[config.mk]
export PLATFORM = sky130hd
export DESIGN_NAME = serial_add_ctrl
export DESIGN_NICKNAME = d
export VERILOG_FILES = /design/src/rtl/serial_add_ctrl_pkg.sv /design/src/rtl/serial_add_ctrl_fa.sv /design/src/rtl/serial_add_ctrl.sv
export SDC_FILE = /design/constraint.sdc
export NUM_CORES = 1
export LEC_CHECK = 0
export CAP_MARGIN = 10
export CORE_MARGIN = 1.5
export CORE_UTILIZATION = 49
export DETAILED_ROUTE_END_ITERATION = 12
export GPL_ROUTABILITY_DRIVEN = 0
export PLACE_DENSITY = 0.83
export SLEW_MARGIN = 20
export SYNTH_ARGS = -nofsm -noshare
export SYNTH_HDL_FRONTEND = slang
export SYNTH_SLANG_ARGS = --single-unit
[constraint.sdc]
create_clock -name clk -period 1.6 [get_ports clk]
set_clock_uncertainty 0.05 [all_clocks]
set_input_delay 0.4 -clock clk [delete_from_list [all_inputs] [get_ports clk]]
set_output_delay 0.4 -clock clk [all_outputs]
set_load 0.05 [all_outputs]
[src/rtl/serial_add_ctrl_pkg.sv]
// serial_add_ctrl_pkg: shared state encoding and default operand width
package serial_add_ctrl_pkg;
  localparam int DEF_W = 8;
  localparam logic [1:0] S_IDLE = 2'b00;
  localparam logic [1:0] S_RUN  = 2'b01;
  localparam logic [1:0] S_DONE = 2'b10;
endpackage

[src/rtl/serial_add_ctrl_fa.sv]
// fa: 1-bit full adder
module fa (
  output logic carry,
  output logic sum,
  input  logic a,
  input  logic b,
  input  logic cin
);
  assign sum   = a ^ b ^ cin;
  assign carry = (a & b) | (cin & (a ^ b));
endmodule

[src/rtl/serial_add_ctrl.sv]
// serial_add_ctrl: bit-serial W-bit adder, one bit per cycle through a single full adder
module serial_add_ctrl
  import serial_add_ctrl_pkg::*;
#(
  parameter int W = DEF_W
) (
  input  logic         clk,
  input  logic         rst_n,
  input  logic         start,
  input  logic [W-1:0] a,
  input  logic [W-1:0] b,
  input  logic         cin,
  output logic         busy,
  output logic         done,
  output logic [W-1:0] sum,
  output logic         cout
);
  localparam int CW = $clog2(W) + 1;
  logic [1:0]    r_state;
  logic [W-1:0]  r_a, r_b, r_sum;
  logic          r_c, r_cout;
  logic [CW-1:0] r_cnt;
  logic          w_s, w_c;
  fa u_fa (w_c, w_s, r_a[0], r_b[0], r_c);
  assign busy = (r_state == S_RUN);
  assign done = (r_state == S_DONE);
  assign sum  = r_sum;
  assign cout = r_cout;
  // FSM and datapath: load on accepted start, shift one bit per RUN cycle, final carry on last bit
  always_ff @(posedge clk or negedge rst_n)
    if (!rst_n) begin
      r_state <= S_IDLE;
      r_a     <= '0;
      r_b     <= '0;
      r_sum   <= '0;
      r_c     <= 1'b0;
      r_cout  <= 1'b0;
      r_cnt   <= '0;
    end else if (r_state == S_IDLE) begin
      if (start) begin
        r_state <= S_RUN;
        r_a     <= a;
        r_b     <= b;
        r_c     <= cin;
        r_sum   <= '0;
        r_cout  <= 1'b0;
        r_cnt   <= '0;
      end
    end else if (r_state == S_RUN) begin
      r_sum <= {w_s, r_sum[W-1:1]};
      r_a   <= r_a >> 1;
      r_b   <= r_b >> 1;
      r_c   <= w_c;
      r_cnt <= r_cnt + CW'(1);
      if (r_cnt == CW'(W - 1)) begin
        r_state <= S_DONE;
        r_cout  <= w_c;
      end
    end else begin
      r_state <= S_IDLE;
    end
endmodule

==> summary.md, run 1 <==
| Metric | Value |
|---|---|
| Area Growth Syn to Fin | `42.9%` |
| Status | `finished with violations` |
| EDFF count, synth | `0` |
| Initial core utilization | `0.520` |
| #FFs+latches synth | `32` |
| Crit path buffers/inverters | `1` |
| Crit Path Max Fanout | `3` |
| Buffers added on ports | `30` |
| Delay-heaviest family, CP | `flip-flops` |
| Clock buffer count from CTS | `5` |
| Hold buffer count at cts | `0` |
| DP Area | `1930 um2` |
| # H-tree levels | `2` |
| Clk slew on worst S/H paths | `0.11 ns` |
| Critical-path cell list | `and2b_2 -> buf_12` |
| # clock sinks | `32` |
| Largest net degree at the start of global routing | `33` |
| Horiz. Die Dim | `between 50 and 60 um` |
| IO Pins | `31` |
| Synth async-reset ratio | `1.00` |
| Syn Area/Cell | `about 11 um2` |
| Worst-skew pair later-pin latency | `0.34 ns` |
| Most frequent cell after synthesis | `dfrtp_1` |
| Synthesized area | `1450 um2` |
| Max Transition Viols Final | `0` |
| Post-synth net total | `154` |
| Antenna violations before repair | `0` |
| Die Footprint | `3280 um2` |
| Final Hold Viols | `0` |
| Routed WL | `3140 um` |
| DRT iter0 DRCs | `34` |
| Failing checks | `setup timing` |
| Startpoint types | `register` |
| Fin crit share | `1.02` |
| # diodes | `0` |
| Ys Warns | `0` |
| Top FF cell, synth | `dfrtp_1` |
| Core area | `2780 um2` |
| Grt ovf | `0` |
| Via Count | `1130` |
| Vias per inst | `around 5.5` |
| Final cell area excluding filler cells | `approximately 2100 um2` |
| Buffer depth of the longest clock path | `2` |
| Register area share after synthesis | `0.554` |
| Max-cap viol count | `0` |
| Synth top area share | `0.554` |
| Final worst slack | `-0.0330 ns` |
| Final HPWL DP | `2210 um` |
| Chip height | `about 57 um` |
| Nets | `195` |
| Crit-path max cell delay | `approximately 0.46 ns` |
| Root Buffer | `clkbuf_4` |
| Req. time, crit path | `1.15 ns` |
| Yosys cell types | `26` |
| Post-route ant nets | `0` |
| Max Clk Rate | `0.612 GHz` |
| Maximum VDD drop | `1940 uV` |
| First-pass GRT wire length | `5170 um` |
| Slew @ Worst Pin | `0.356 ns` |
| Worst Path Arrival | `1.18 ns` |
| Wire length per cell | `between 15 and 20 um` |
| Fin util | `0.743` |
| Crit. End Element | `primary output` |
| Synth area leader | `dfrtp_1` |
| Setup TNS | `-0.0330 ns` |
| Post-layout min period | `between 1.5 and 2 ns` |
| Layout cell share with drive strength beyond 1 | `0.218` |
| Setup Crit Path Kind | `reg -> out` |
| Number of global-route vias before repair | `1174` |
| P_leak | `a little under 0.0009 uW` |
| Final setup viols | `1` |
| Post-Syn Instances | `approximately 130` |
| # rows | `19` |
| PD cells | `a little under 2000 nW/um2` |
| Slowest CP cell | `dfrtp_2` |
| Type of the tightest min-delay check | `in -> async` |
| Post-synth top cells | `32 x dfrtp_1, 21 x nand2_1, 14 x mux2i_1` |
| Detailed Routing Iterations Pass 1 | `4` |
| Post-route DRC | `0` |
| Crit path from | `r_state[0]` |
| CTS tree | `done` |
| RSZ-0062 raised after global routing | `true` |
| Rel. slew slack | `0.760` |
| Top post-synthesis cells by area | `dfrtp_1 55%, mux2i_1 9.7%, nand2_1 5.5%, a22o_1 4.8%, o21ai_1 3.8%` |
| Total Routing Usage GR | `0.211` |
| Start of the worst register-to-register path | `r_state[0]` |
==> cells in the final DEF (no fill, tap or decap) <==
master,count
inv_1,4
nor2b_1,3
buf_4,6
nor3b_1,1
a22o_1,8
buf_6,2
mux2i_1,14
nor2_4,1
ha_1,1
a21oi_2,1
bufinv_16,1
o311ai_0,1
nand2b_4,1
clkinvlp_4,1
or3_1,2
dfrtp_2,2
clkdlybuf4s50_1,19
o21ai_0,10
nand2_1,21
clkinv_2,1
o21bai_2,1
nor2_1,1
nand3_1,4
inv_4,1
clkbuf_4,5
dfrtp_1,30
buf_12,13
clkbuf_16,1
a21oi_1,4
fa_1,1
and2b_2,1
nand3b_1,1
o21ai_1,11
==> where the power goes <==
group	total (uW)	internal, uW	switching, uW	leakage (uW)
sequential	1410	1130	283	0.000408
clock	613	326	287	0.0000412
combinational	1960	962	997	0.000441
total	3980	2420	1570	0.000890
==> worst paths after layout <==
path                              end  slack (ns)  cells after the start
hold / removal                 r_a[0]        0.36                      2
setup reg to reg               r_b[0]        0.04                      6
hold reg to reg                r_a[6]        0.44                      2
max in group asynchronous  r_state[1]        0.96                      2
setup / recovery                 done       -0.03                      2
min in group clk               r_a[6]        0.44                      2
==> metal layers <==
layer  share of wire  track usage  vias to the layer above
li1                -            -                      538
met1            0.40        0.237                      549
met2            0.52        0.366                       36
met3           0.063       0.0726                        7
met4           0.022       0.0864                        0
met5               0            0                        -
==> cells by family (layout without fill, tap and decap cells) <==
| family | count (synthesis) | count (layout) | synth area share |
|---|---|---|---|
| AND/OR/NAND/NOR | 36 | 36 | 0.126 |
| buffers and inverters | 12 | 54 | 0.0476 |
| adder cells (fa/ha/maj) | 2 | 2 | 0.0225 |
| flip-flops | 32 | 32 | 0.554 |
| AO/OA/AOI/OAI | 36 | 36 | 0.152 |
| multiplexers | 14 | 14 | 0.0970 |
==> sequential cells by signal (all words and copies together), names as in the netlist <==
name and flops:
r_cnt 4, r_c 1, sum 8, r_a 8
r_b 8, r_state 2, cout 1
==> stage by stage <==
stage / hold slack (ns) / worst slack, ns / cells / power, uW
floorplan: 0.0544 / 0.228 / 132 / 2440
global placement: 0.415 / 0.0575 / 194 / 3170
detailed placement: 0.424 / 0.00446 / 194 / 3300
CTS: 0.353 / -0.0430 / 204 / 3950
global route: 0.348 / -0.0828 / 205 / 4190
finish: 0.363 / -0.0330 / 205 / 3980
==> area by class of cell <==
class                           count  area, um2
Sequential cell                    32        803
Timing Repair Buffer               41        543
Clock inverter                      3       42.5
Inverter                            5       21.3
Clock buffer                        5       37.5
Tap cell                           31       38.8
Fill cell                         191        716
Multi-Input combinational cell     88        579
==> timing repair <==
| action | CTS | global route |
|---|---|---|
| resized for setup | 3 | 3 |
| endpoints found under the setup margin | 2 | 8 |
| setup buffers | 2 | 0 |
| pin swaps | 0 | 1 |
| endpoints found under the hold margin | 0 | 0 |
| cloned | 0 | 1 |
==> worst reg2reg max path: cells and delay by family, from the launching register on <==
kind                   cells  cell delay, ns
AO/OA/AOI/OAI              1            0.08
multiplexers               1            0.23
AND/OR/NAND/NOR            1            0.15
flip-flops                 1            0.46
buffers and inverters      3            0.48
No activity file was read; power rests on OpenSTA's default activity.
==> run 2: changes to the inputs <==
--- a/config.mk
+++ b/config.mk
@@ -5,12 +5,13 @@
 export SDC_FILE = /design/constraint.sdc
 export NUM_CORES = 1
 export LEC_CHECK = 0
+export ABC_AREA = 1
 export CAP_MARGIN = 10
 export CORE_MARGIN = 1.5
-export CORE_UTILIZATION = 49
+export CORE_UTILIZATION = 51
 export DETAILED_ROUTE_END_ITERATION = 12
 export GPL_ROUTABILITY_DRIVEN = 0
-export PLACE_DENSITY = 0.83
+export PLACE_DENSITY = 0.85
 export SLEW_MARGIN = 20
 export SYNTH_ARGS = -nofsm -noshare
 export SYNTH_HDL_FRONTEND = slang
==> summary.md, run 2 <==
| Metric | Value |
|---|---|
| PD cells | `2000 nW/um2 (+4.0%)` |
| Post-route DRC | `0 (unchanged)` |
| Synth top area share | `0.501 (-0.0529)` |
| Status | `finished, final reports clean` |
| Max-cap viol count | `0 (unchanged)` |
| Ys Warns | `0 (unchanged)` |
| Post-Syn Instances | `196 (+48%)` |
| Main combinational cell family by area after synthesis | `simple AND/OR/NAND/NOR gates` |
| Chip height | `59.0 um (+2.9%)` |
| IO Pins | `31 (unchanged)` |
| Maximum VDD drop | `1140 uV (-41%)` |
| Synth async-reset ratio | `1.00 (unchanged)` |
| Register area share after synthesis | `0.501 (-0.0529)` |
| Setup Crit Path Kind | `reg -> out` |
| Wire length per cell | `13.2 um (-14%)` |
| Fillers | `223 (+17%)` |
| # rows | `20 (+1)` |
| Post-synth net total | `218 (+42%)` |
| Max Clk Rate | `0.626 GHz (+2.2%)` |
| Start of the worst register-to-register path | `r_state[1]` |
| RSZ-0062 raised after global routing | `true` |
| Number of global-route vias before repair | `1411 (+20%)` |
| Layout cell share with drive strength beyond 1 | `0.175 (-0.0434)` |
| Clock buffer count from CTS | `5 (unchanged)` |
| Hold buffer count at cts | `0 (unchanged)` |
| Top post-synthesis cells by area | `dfrtp_1 50%, nand2_1 21%, nand3_1 7.5%, buf_6 3.5%, inv_1 3.3%` |
| Mux cell area share after synthesis | `0 (-0.0970)` |
| XOR/XNOR share of the synthesized area | `0 (unchanged)` |
| DRT iter0 DRCs | `58 (+71%)` |
| Buffer depth of the longest clock path | `2 (unchanged)` |
| CTS tree | `done` |
| Most common cell after layout, fill and taps aside | `nand2_1` |
| Buffers added on ports | `30 (unchanged)` |
| Synth Area in Compound Gates | `0.0446 (-0.108)` |
| Worst Path Arrival | `1.15 ns (-0.03 ns)` |
| Startpoint types | `register` |
| Detailed Routing Iterations Pass 1 | `4 (unchanged)` |
| EDFF count, synth | `0 (unchanged)` |
| Adder-cell area share of the yosys netlist | `0.0204 (-0.00215)` |
| Post-route ant nets | `0 (unchanged)` |
| Initial core utilization | `0.532 (+0.0125)` |
| Setup TNS | `0 ns (+0.0330 ns)` |
| Vias per inst | `5.28 (-4.2%)` |
| # clock sinks | `32 (unchanged)` |
| Antenna violations before repair | `0 (unchanged)` |
| Via Count | `1442 (+28%)` |
| Worst-skew pair later-pin latency | `0.33 ns (about the same)` |
| #FFs+latches synth | `32 (unchanged)` |
| Die Footprint | `3480 um2 (+5.9%)` |
| Yosys cell types | `21 (-19%)` |
| Most frequent cells in the layout | `88 x nand2_1, 31 x dfrtp_1, 24 x nand3_1` |
| Clk slew on worst S/H paths | `0.10 ns (about the same)` |
| Final HPWL DP | `2370 um (+7.2%)` |
| Synth Area in Simple Gates | `0.332 (+0.206)` |
| Placed Instances | `255 (+31%)` |
| First-pass GRT wire length | `5910 um (+14%)` |
| Crit Path Max Fanout | `6 (+3)` |
| Crit. End Element | `primary output` |
| Grt ovf | `0 (unchanged)` |
| Crit Reg-Reg Endpoint | `sum[3]` |
| Max Transition Viols Final | `0 (unchanged)` |
| # H-tree levels | `2 (unchanged)` |
| Post-synth top cells | `88 x nand2_1, 32 x dfrtp_1, 24 x nand3_1` |
| R2R Setup Slk | `0.09 ns (+0.05 ns)` |
| Type of the tightest min-delay check | `in -> async` |
| Core area | `3000 um2 (+8.0%)` |
| Fin crit share | `0.999 (-0.0217)` |
| Top FF cell, synth | `dfrtp_1` |
| Rel. slew slack | `0.726 (-0.0341)` |
| Finished Layout Cells | `273 (+33%)` |
| Largest net degree at the start of global routing | `33 (unchanged)` |
| Req. time, crit path | `1.15 ns (about the same)` |
| FF-to-FF path depth | `6 (unchanged)` |
| Area Growth Syn to Fin | `34.3%` |
| Synth area leader | `dfrtp_1` |
| Root Buffer | `clkbuf_4` |
| Post-layout min period | `1.60 ns (-0.0346 ns)` |
| Syn Area/Cell | `8.15 um2 (-26%)` |
| P_leak | `0.00112 uW (+26%)` |
| Total Routing Usage GR | `0.230 (+0.0193)` |
| Final Hold Viols | `0 (unchanged)` |
| # diodes | `0 (unchanged)` |
| Synthesized area | `1600 um2 (+11%)` |
| Nets | `261 (+34%)` |
| Slew @ Worst Pin | `0.411 ns (+0.0548 ns)` |
| Horiz. Die Dim | `59.0 um (+2.9%)` |
| Most frequent cell after synthesis | `nand2_1` |
| Final setup viols | `0 (-1)` |
| Routed WL | `3600 um (+15%)` |
## run 2: cell families (layout without fill, tap and decap cells)
group / count (synthesis) / count (layout)
AND/OR/NAND/NOR: 124 / 124
flip-flops: 32 / 32
buffers and inverters: 26 / 70
AO/OA/AOI/OAI: 12 / 12
adder cells (fa/ha/maj): 2 / 2
## run 2: cell type report
cell class / count / area (um2) / area share
Inverter: 17 / 71.3 / 0.0332
Sequential cell: 32 / 802 / 0.374
Tap cell: 33 / 41.3 / 0.0192
Multi-Input combinational cell: 138 / 637 / 0.297
Clock buffer: 8 / 58.8 / 0.0274
Timing Repair Buffer: 45 / 536 / 0.250
## run 2: worst max path at each step
stage / from / end / slack [ns] / cells after the start
3_5_place_dp: start / sum[4] / 0.009 / 4
5_1_grt: r_state[1] / busy / -0.05 / 4
3_3_place_gp: start / sum[5] / 0.06 / 4
4_1_cts: r_state[1] / busy / 0.03 / 4
6_report: r_state[1] / busy / 0.002 / 4
2_1_floorplan: r_state[0] / done / 0.007 / 1
## run 2: worst max-delay path: stages (launching register included)
cell and delay (ns):
dfrtp_1 0.41, inv_2 0.12, nand2_4 0.08, inv_8 0.08, buf_12 0.13
## run 2: what timing repair did
item | 4_1_cts | 5_1_grt
setup endpoints to repair | 2 | 2
hold endpoints to repair | 0 | 0
gates resized for setup | 2 | 1
pin swaps | 1 | 1
buffers inserted | 6 | 4
## run 2: stage by stage
| stage | setup WS [ns] | area, um2 | power, uW | util | hold slack (ns) |
|---|---|---|---|---|---|
| CTS | 0.0277 | 2110 | 4200 | 0.704 | 0.399 |
| detailed placement | 0.00926 | 2010 | 3660 | 0.668 | 0.448 |
| global placement | 0.0614 | 2010 | 3560 | 0.668 | 0.444 |
| finish | 0.00162 | 2150 | 4300 | 0.715 | 0.385 |
| global route | -0.0456 | 2150 | 4600 | 0.715 | 0.385 |
| floorplan | 0.00733 | 1600 | 2890 | - | 0.0544 |
## run 2: report_power, final
group,internal (uW),switching (uW)
sequential,1150,294
clock,217,272
combinational,1010,1350
## run 2: routing by layer
metal / wire length, um / track usage / vias to the layer above / part of all wire
li1: - / - / 705 / -
met2: 1890 / 0.389 / 50 / 0.53
met3: 166 / 0.0590 / 14 / 0.046
met4: 116 / 0.114 / 0 / 0.032
met1: 1430 / 0.272 / 673 / 0.40
met5: 0 / 0 / - / 0
==> run 3: changes to the inputs <==
--- a/config.mk
+++ b/config.mk
@@ -11,7 +11,7 @@
 export CORE_UTILIZATION = 51
 export DETAILED_ROUTE_END_ITERATION = 12
 export GPL_ROUTABILITY_DRIVEN = 0
-export PLACE_DENSITY = 0.85
+export PLACE_DENSITY = 0.88
 export SLEW_MARGIN = 20
 export SYNTH_ARGS = -nofsm -noshare
 export SYNTH_HDL_FRONTEND = slang
==> summary.md, run 3 (synthesis results as in run 2) <==
| Metric | Value |
|---|---|
| Type of the tightest min-delay check | `in -> async` |
| Number of global-route vias before repair | `1324 (-6.2%)` |
| Start of the worst register-to-register path | `r_state[1]` |
| Fin crit share | `0.995 (-0.00424)` |
| Post-layout min period | `1.59 ns (-0.00679 ns)` |
| Via Count | `1418 (-1.7%)` |
| Root Buffer | `clkbuf_4` |
| Setup Crit Path Kind | `reg -> out` |
| P_leak | `0.00111 uW (-1.3%)` |
| Hold slack | `0.368 ns (-0.0165 ns)` |
| Grt ovf | `0 (unchanged)` |
| Final HPWL DP | `2260 um (-4.9%)` |
| Post-route ant nets | `0 (unchanged)` |
| Most common cell after layout, fill and taps aside | `nand2_1` |
| CTS tree | `done` |
| Crit. End Element | `primary output` |
| # H-tree levels | `2 (unchanged)` |
| Buffer depth of the longest clock path | `2 (unchanged)` |
| Antenna violations before repair | `0 (unchanged)` |
| Max-cap viol count | `0 (unchanged)` |
| Worst-skew pair later-pin latency | `0.33 ns (about the same)` |
| Slew @ Worst Pin | `0.389 ns (-0.0215 ns)` |
| Total Routing Usage GR | `0.224 (-0.00644)` |
| Final Hold Viols | `0 (unchanged)` |
| Area Growth Syn to Fin | `32.4%` |
| Startpoint types | `register` |
| Setup TNS | `0 ns (unchanged)` |
| Rel. slew slack | `0.740 (+0.0144)` |
| Req. time, crit path | `1.15 ns (about the same)` |
| Final setup viols | `0 (unchanged)` |
| Worst Path Arrival | `1.14 ns (about the same)` |
| Die Footprint | `3480 um2 (unchanged)` |
| Vias per inst | `5.27 (-0.20%)` |
| Max Transition Viols Final | `0 (unchanged)` |
| Chip height | `59.0 um (unchanged)` |
| Crit-path max cell delay | `0.48 ns (+0.07 ns)` |
| Crit Path Max Fanout | `5 (-1)` |
| Slowest CP cell | `dfrtp_2` |
| First-pass GRT wire length | `5760 um (-2.6%)` |
| Largest net degree at the start of global routing | `33 (unchanged)` |
| Max Clk Rate | `0.628 GHz (+0.43%)` |
| Buffers added on ports | `30 (unchanged)` |
| Initial core utilization | `0.532 (unchanged)` |
| # diodes | `0 (unchanged)` |
| Fillers | `232 (+4.0%)` |
| Most frequent cells in the layout | `88 x nand2_1, 31 x dfrtp_1, 24 x nand3_1` |
| IO Pins | `31 (unchanged)` |
| Core area | `3000 um2 (unchanged)` |
| Maximum VDD drop | `1300 uV (+14%)` |
| PD cells | `1990 nW/um2 (-0.62%)` |
| Nets | `257 (-1.5%)` |
| Detailed Routing Iterations Pass 1 | `4 (unchanged)` |
| Crit path from | `r_state[0]` |
| Routed WL | `3460 um (-4.1%)` |
| Post-route DRC | `0 (unchanged)` |
| DRT iter0 DRCs | `42 (-28%)` |
| Critical-path cell list | `nor2_2 -> buf_12` |
| Layout cell share with drive strength beyond 1 | `0.169 (-0.00551)` |
| Hold buffer count at cts | `0 (unchanged)` |
| RSZ-0062 raised after global routing | `true` |
| Clk slew on worst S/H paths | `0.10 ns (about the same)` |
| Clock buffer count from CTS | `5 (unchanged)` |
| # rows | `20 (unchanged)` |
| # clock sinks | `32 (unchanged)` |
| Status | `finished, final reports clean` |
| Wire length per cell | `12.8 um (-2.7%)` |
| Horiz. Die Dim | `59.0 um (unchanged)` |
==> run 3: changes by cell type in the layout (fill, tap and decap cells not counted), sizes merged <==
| cell | change |
|---|---|
| clkinv | +3 |
| clkbuf | -2 |
| inv | -1 |
| buf | -4 |
==> run 3: power breakdown <==
| part | leakage [uW] | total, uW | switching [uW] | internal [uW] |
|---|---|---|---|---|
| clock network | 0.0000380 | 485 | 276 | 209 |
| logic | 0.000661 | 2290 | 1320 | 967 |
| registers | 0.000411 | 1440 | 291 | 1150 |
| total | 0.00111 | 4220 | 1890 | 2330 |
==> run 3: repair_timing <==
item	in CTS	in global routing
gates resized for setup	2	0
setup buffers	3	4
pin swaps	1	1
endpoints found under the setup margin	2	2
hold endpoints to repair	0	0
==> run 3: metal layers <==
layer  wire [um]  global-route usage  vias to the layer above
li1            -                   -                      692
met1        1510               0.292                      670
met2        1690               0.354                       47
met3         201              0.0437                        9
met4          59               0.117                        0
met5           0                   0                        -
==> run 3: stage by stage <==
stage / utilization / instance area [um2] / setup WS [ns] / power (uW) / std cells
finish: 0.705 / 2120 / 0.00841 / 4220 / 269
global route: 0.705 / 2120 / -0.0328 / 4500 / 269
CTS: 0.695 / 2090 / -0.0159 / 4150 / 265
detailed placement: 0.665 / 2000 / 0.0375 / 3620 / 254
global placement: 0.665 / 2000 / 0.0706 / 3540 / 254
floorplan: - / 1600 / 0.00733 / 2890 / 196
==> run 3: area by class of cell <==
class	count	area, um2	area share
clock inverter	2	10.0	0.00473
inverter	17	68.8	0.0325
sequential	32	802	0.379
timing repair buffer	41	505	0.239
tap	33	41.3	0.0195
clock buffer	6	51.3	0.0242
multi-input combinational	138	637	0.301
==> run 3: worst paths after layout <==
check                             endpoint  slack [ns]  cells past startpoint
max in group asynchronous       r_state[0]        0.95                      2
worst max register to register      sum[7]        0.15                      6
worst min-delay path              r_cnt[2]        0.37                      2
worst min register to register      r_a[5]        0.47                      2
worst max-delay path                  done       0.008                      2
min in group clk                    r_a[5]        0.47                      2
==> run 3: worst max-delay path, delay by kind of cell, from the launching register on <==
| kind | cells | cell delay [ns] |
|---|---|---|
| buffers and inverters | 1 | 0.15 |
| and+or+nand+nor | 1 | 0.18 |
| DFF | 1 | 0.48 |
